**src/rtl/hazard_fwd_ctrl_pkg.sv**
```systemverilog
// ============================================================================
// hazard_pkg : shared types and select codes for the ID/EX hazard controller
// Revision   : 1.0
// ============================================================================
`default_nettype none

package hazard_pkg;

    localparam int HZ_REG_AW = 5;

    // EX operand-mux select encoding; 2'b11 is never driven.
    localparam logic [1:0] FWD_RF  = 2'b00;
    localparam logic [1:0] FWD_WB  = 2'b01;
    localparam logic [1:0] FWD_MEM = 2'b10;

    typedef struct packed {
        logic                 valid;
        logic                 wen;
        logic [HZ_REG_AW-1:0] wdst;
        logic                 is_load;
    } slot_t;

    localparam slot_t BUBBLE = '{valid: 1'b0, wen: 1'b0, wdst: '0, is_load: 1'b0};

endpackage

`default_nettype wire

```
**src/rtl/hazard_fwd_ctrl_fwd_match.sv**
```systemverilog
// ============================================================================
// fwd_match : compares one ID source operand against the EX and MEM slots
// Revision  : 1.0
// ============================================================================
`default_nettype none

module fwd_match
    import hazard_pkg::*;
(
    input  logic [HZ_REG_AW-1:0] i_reg,
    input  logic                 i_use,
    input  slot_t                i_ex,
    input  slot_t                i_mem,
    output logic                 o_ex_hit,
    output logic                 o_mem_hit,
    output logic                 o_load_hit
);

    logic w_live;

    // $0 is hardwired, so it never creates a dependency.
    assign w_live     = i_use && (i_reg != '0);
    assign o_ex_hit   = w_live && i_ex.valid  && i_ex.wen  && (i_ex.wdst  == i_reg);
    assign o_mem_hit  = w_live && i_mem.valid && i_mem.wen && (i_mem.wdst == i_reg);
    assign o_load_hit = o_ex_hit && i_ex.is_load;

endmodule

`default_nettype wire

```
**src/rtl/hazard_fwd_ctrl.sv**
```systemverilog
// ============================================================================
// hazard_fwd_ctrl : ID/EX hazard detection and operand-forwarding control
//                   Optional feature macro: HAZ_FORWARD_EN (forwarding paths)
// Revision        : 1.0
// ============================================================================
`default_nettype none

module hazard_fwd_ctrl
    import hazard_pkg::*;
#(
    parameter int REG_AW = 5,
    parameter int SEL_W  = 2
) (
    input  logic              clk,
    input  logic              rst,
    input  logic              id_valid,
    input  logic [REG_AW-1:0] id_rs,
    input  logic [REG_AW-1:0] id_rt,
    input  logic              id_use_rs,
    input  logic              id_use_rt,
    input  logic              id_wen,
    input  logic [REG_AW-1:0] id_wdst,
    input  logic              id_is_load,
    input  logic              flush,
    input  logic              freeze,
    output logic              stall,
    output logic [SEL_W-1:0]  ex_fwd_a,
    output logic [SEL_W-1:0]  ex_fwd_b,
    output logic              ex_bubble
);

    slot_t            r_ex;
    slot_t            r_mem;
    logic [SEL_W-1:0] r_fwd_a;
    logic [SEL_W-1:0] r_fwd_b;
    logic             r_bubble;

    logic w_ex_a, w_mem_a, w_ld_a;
    logic w_ex_b, w_mem_b, w_ld_b;
    logic             w_haz;
    logic             w_issue;
    logic [SEL_W-1:0] w_sel_a;
    logic [SEL_W-1:0] w_sel_b;

    fwd_match u_match_rs (
        .i_reg      (id_rs),
        .i_use      (id_use_rs),
        .i_ex       (r_ex),
        .i_mem      (r_mem),
        .o_ex_hit   (w_ex_a),
        .o_mem_hit  (w_mem_a),
        .o_load_hit (w_ld_a)
    );

    fwd_match u_match_rt (
        .i_reg      (id_rt),
        .i_use      (id_use_rt),
        .i_ex       (r_ex),
        .i_mem      (r_mem),
        .o_ex_hit   (w_ex_b),
        .o_mem_hit  (w_mem_b),
        .o_load_hit (w_ld_b)
    );

`ifdef HAZ_FORWARD_EN
    // Youngest producer wins: an EX-slot match beats a MEM-slot match.
    assign w_haz   = w_ld_a || w_ld_b;
    assign w_sel_a = w_ex_a ? FWD_MEM : (w_mem_a ? FWD_WB : FWD_RF);
    assign w_sel_b = w_ex_b ? FWD_MEM : (w_mem_b ? FWD_WB : FWD_RF);
`else
    // Without bypass paths the consumer waits until its producer reaches WB.
    logic w_unused_ld;
    assign w_unused_ld = w_ld_a ^ w_ld_b;
    assign w_haz   = w_ex_a || w_ex_b || w_mem_a || w_mem_b;
    assign w_sel_a = FWD_RF;
    assign w_sel_b = FWD_RF;
`endif

    assign stall   = !rst && id_valid && !flush && w_haz;
    assign w_issue = id_valid && !stall && !flush;

    always_ff @(posedge clk) begin
        if (rst) begin
            r_ex     <= BUBBLE;
            r_mem    <= BUBBLE;
            r_fwd_a  <= FWD_RF;
            r_fwd_b  <= FWD_RF;
            r_bubble <= 1'b1;
        end else if (!freeze) begin
            r_mem <= r_ex;
            if (w_issue) begin
                r_ex.valid   <= 1'b1;
                r_ex.wen     <= id_wen;
                r_ex.wdst    <= id_wdst;
                r_ex.is_load <= id_is_load;
                r_fwd_a      <= w_sel_a;
                r_fwd_b      <= w_sel_b;
                r_bubble     <= 1'b0;
            end else begin
                r_ex     <= BUBBLE;
                r_fwd_a  <= FWD_RF;
                r_fwd_b  <= FWD_RF;
                r_bubble <= 1'b1;
            end
        end
    end

    assign ex_fwd_a  = r_fwd_a;
    assign ex_fwd_b  = r_fwd_b;
    assign ex_bubble = r_bubble;

endmodule

`default_nettype wire

```
**config.mk**
```make
export PLATFORM = sky130hd
export DESIGN_NAME = hazard_fwd_ctrl
export DESIGN_NICKNAME = d
export VERILOG_FILES = /design/src/rtl/hazard_fwd_ctrl_pkg.sv /design/src/rtl/hazard_fwd_ctrl_fwd_match.sv /design/src/rtl/hazard_fwd_ctrl.sv
export SDC_FILE = /design/constraint.sdc
export NUM_CORES = 1
export LEC_CHECK = 0
export CAP_MARGIN = 20
export CORE_ASPECT_RATIO = 0.6
export CORE_MARGIN = 2
export CORE_UTILIZATION = 30
export DETAILED_ROUTE_END_ITERATION = 16
export GPL_ROUTABILITY_DRIVEN = 0
export MAX_ROUTING_LAYER = met4
export PLACE_DENSITY = 0.61
export SLEW_MARGIN = 20
export SYNTH_ARGS = -nofsm -noshare
export SYNTH_HDL_FRONTEND = slang
export SYNTH_HIERARCHICAL = 1
export SYNTH_SLANG_ARGS = --single-unit
export TNS_END_PERCENT = 20
```
**constraint.sdc**
```tcl
create_clock -name clk -period 3.7 [get_ports clk]
set_input_delay 0.925 -clock clk [delete_from_list [all_inputs] [get_ports clk]]
set_output_delay 0.925 -clock clk [all_outputs]
set_load 0.02 [all_outputs]
```
# Word-level counts from Yosys, hierarchy flattened
# Cells that the tools add are included.
# classes
reduce_logical	27
n_mux	2
eq_ne	4
# ops
operator	n
equality test 5 bit	4
logical AND 1 bit	19
nonzero test 5 bit	2
2-to-1 mux 8 bit	1
zero test 1 bit	3
logical OR 1 bit	3
2-to-1 mux 1 bit	1
# word_totals
in_bits	24
regBits	15
elab_cells	40
out_inout_bits	6

# Logic depth before layout (Yosys ltp)
# logic_depth
depth_word	13
mapped_depth	6
ltp_nobuf	6

# Modules after synthesis
# The synthesis kept the hierarchy.
# modules_own_cells
module	seq_area_each_um2	n_inst	area_each_um2	cells_per_inst
hazard_fwd_ctrl	340.3	1	691.9	72
fwd_match	0.0	2	161.4	21

# Worst setup path after synthesis
# OpenSTA, ideal clock, no wires.
# synth_path
kind	input to output
startpoint	input id_rt[0]
endpoint	output stall
t_arrival_ns	2.607
t_required_ns	2.775
stages	5
path_buffers	0
setup_slack_ns	0.168
path_cell_list	or4_2 o21ai_2 nor3_1 nor4_4 and2b_2
# synth_between
elab_chain_cells	9
elab_cells_between_ends	14
cone_classes	eq/ne: 2; reduce/logical: 12
# synth_lines
item	line	text
start: declaration	hazard_fwd_ctrl.sv:18	input logic [REG_AW-1:0] id_rt,
nonzero test 5 bit	hazard_fwd_ctrl_fwd_match.sv:22	assign w_live = i_use && (i_reg != '0);
logical AND 1 bit	hazard_fwd_ctrl_fwd_match.sv:22	
logical AND 1 bit (2 in a row)	hazard_fwd_ctrl_fwd_match.sv:23	assign o_ex_hit = w_live && i_ex.valid && i_ex.wen && (i_ex.wdst == i_reg);
logical AND 1 bit *	hazard_fwd_ctrl_fwd_match.sv:23	
net w_ex_b	hazard_fwd_ctrl.sv:39	logic w_ex_b, w_mem_b, w_ld_b;
logical OR 1 bit * (3 in a row)	hazard_fwd_ctrl.sv:74	assign w_haz = w_ex_a || w_ex_b || w_mem_a || w_mem_b;
logical AND 1 bit *	hazard_fwd_ctrl.sv:79	assign stall = !rst && id_valid && !flush && w_haz;
end: declaration	hazard_fwd_ctrl.sv:26	output logic stall,
# Mark *: on every way through the listed nets, which the timed path passes. The rest lies on a longest branch.

# Final worst setup path
# layout_path
startpoint	input id_rt[1]
endpoint	output stall
# Same word-level chain as after synthesis.

==> metrics.txt <==
Cell Rows=15; Finished Layout Cells=around 180; max cap viols=0; CP endpoint kind=primary output; largest net degree at the start of global routing=22; status=finished, final reports clean; maximum vdd drop=191.4 uV; post-route ant nets=0; fraction of layout cells with a size suffix above 1=0.2409; core area=2890 sq um; worst slew pin tran=0.8573 ns; DR vias/cell=between 4 and 5; fin crit share=0.9848; Die Area=about 3500 sq um; fillers=305; final hold viol count=0; Syn Inst Count=approximately 100; Mean Syn Cell Area=about 9 sq um; Clk Latency, worst-skew pair=0.24 ns; root buf cell=clkbuf_8; Worst Path Required=around 2.8 ns; first-pass GRT wire length=3650 um; GR Util All Layers=0.1449; cts hold-fix bufs=0; worst-path maximum fanout=2; Routed WL=approximately 2300 um; Syn-to-layout area delta=46.99%; Final setup viols=0; initial antenna violation count=0; Post-Place Cells=roughly 170; post-placement setup slack=-0.6674 ns; Die Ht=between 40 and 50 um; skew final=0.002777 ns; PnR worst setup slack=around 0.056 ns; f_max=~270 MHz; Mapped Area=approximately 910 sq um; WL per Instance=about 13 um; PwrDens=about 280 nW/um^2; routed vias=~830; I/O pin total=30; Port Buffers=24; vias in the first global route=approximately 760; Final min period=3.644 ns; GRT overflow=0; DR pass1 iterations=4; Design Power=approximately 380 uW; cell leakage power=0.5203 nW; Crit Path Class=primary input to primary output; initial core utilization=0.3160; CP startpoint kind=primary input; Final Max Tran Viols=0; CTS tree=done; number of H-tree levels=1; Reg clk slew, reported paths=roughly 0.060 ns; die width=between 70 and 80 um; Critical Path AT=between 2 and 3 ns; Post-layout nets=about 160; Ant. Diodes=0; Num Clock Sinks=15; Hold WC Path Type=flip-flop to flip-flop; worst-case clock buffer depth=2; Yosys warnings=6; post-DP HPWL=between 1500 and 2000 um; Slew HR=0.4267; Initial DRC Count=23; DRC viols=0; cts bufs inserted=3
sequential cells by signal, summed over array words and instances (netlist names):
| name | count |
|---|---|
| r_ex | 7 |
| r_mem | 7 |
| ex_bubble | 1 |
area by class of cell:
| class | count | area, sq um | area share |
|---|---|---|---|
| multi-input cells | 80 | 616.8 | 0.4595 |
| inverters | 2 | 7.507 | 0.005592 |
| flip-flops and latches | 15 | 300.3 | 0.2237 |
| well taps | 42 | 52.55 | 0.03914 |
| clock inverters | 1 | 5.005 | 0.003728 |
| clock buffers | 3 | 41.29 | 0.03075 |
| repair buffers | 36 | 319.1 | 0.2377 |
metal layers:
metal | share of wire | vias up | GRT usage
li1 | - | 415 | -
met3 | 0.086 | 0 | 0.04721
met2 | 0.40 | 37 | 0.2105
met4 | 0 | 0 | 0.01053
met1 | 0.52 | 375 | 0.2052
met5 | 0 | - | -
final timing paths:
check                         startpoint                endpoint  slack, ns  cells after the start
setup / recovery                id_rt[1]                   stall       0.06                      7
hold / removal    ex_bubble$_SDFFE_PP1N_  ex_bubble$_SDFFE_PP1N_       0.48                      1
setup reg to reg    r_ex[1]$_SDFFE_PP0N_    r_ex[1]$_SDFFE_PP0N_       1.86                      7
hold reg to reg   ex_bubble$_SDFFE_PP1N_  ex_bubble$_SDFFE_PP1N_       0.48                      1
repair_timing:
item	CTS	global route
pin swaps	5	6
setup buffers	1	1
setup endpoints to repair	1	1
hold endpoints to repair	0	0
gates resized for setup	17	11
cloned	0	0
power by group:
part / switching, mW / leakage (nW) / internal (mW) / total [mW]
combinational: 0.0351 / 0.373 / 0.0426 / 0.0777
clock: 0.0564 / 0.0255 / 0.0745 / 0.131
sequential: 0.00414 / 0.122 / 0.165 / 0.169
total: 0.0956 / 0.520 / 0.282 / 0.378
layout by cell type, fill, tap and decap left out:
cell / instances
conb_1: 4
nand2_1: 9
nor3_4: 2
nor3b_4: 1
xor2_1: 6
or4_4: 4
dfxtp_1: 15
mux2i_1: 7
clkdlybuf4s15_1: 1
nand4_1: 2
nor3_2: 2
clkdlybuf4s50_1: 15
o22a_1: 1
inv_1: 2
dlymetal6s2s_1: 2
and2b_2: 1
o22ai_1: 7
nor2_1: 7
clkbuf_8: 3
dlygate4sd2_1: 3
nand3_1: 8
o21ai_4: 2
xnor2_1: 14
nor4_4: 1
clkbuf_2: 2
nand2_2: 1
buf_4: 13
nand2b_1: 1
clkinv_2: 1
critical path: stages:
cell,delay [ns]
clkdlybuf4s50_1,0.47
xor2_1,0.18
or4_4,0.50
nor3_4,0.23
nor4_4,0.08
and2b_2,0.21
buf_4,0.13
metrics by stage:
| step | area (sq um) | utilization | TNS (ns) | hold WS [ns] |
|---|---|---|---|---|
| after global placement | 1247 | 0.4316 | -0.6802 | 0.4501 |
| final | 1343 | 0.4645 | 0 | 0.4840 |
| after CTS | 1319 | 0.4563 | 0 | 0.4821 |
| after detailed placement | 1247 | 0.4316 | -0.6674 | 0.4573 |
| after global routing | 1343 | 0.4645 | -0.001217 | 0.4997 |
| after floorplan | 924.6 | - | 0 | 0.4550 |
Power figures use the tool's default switching activity.
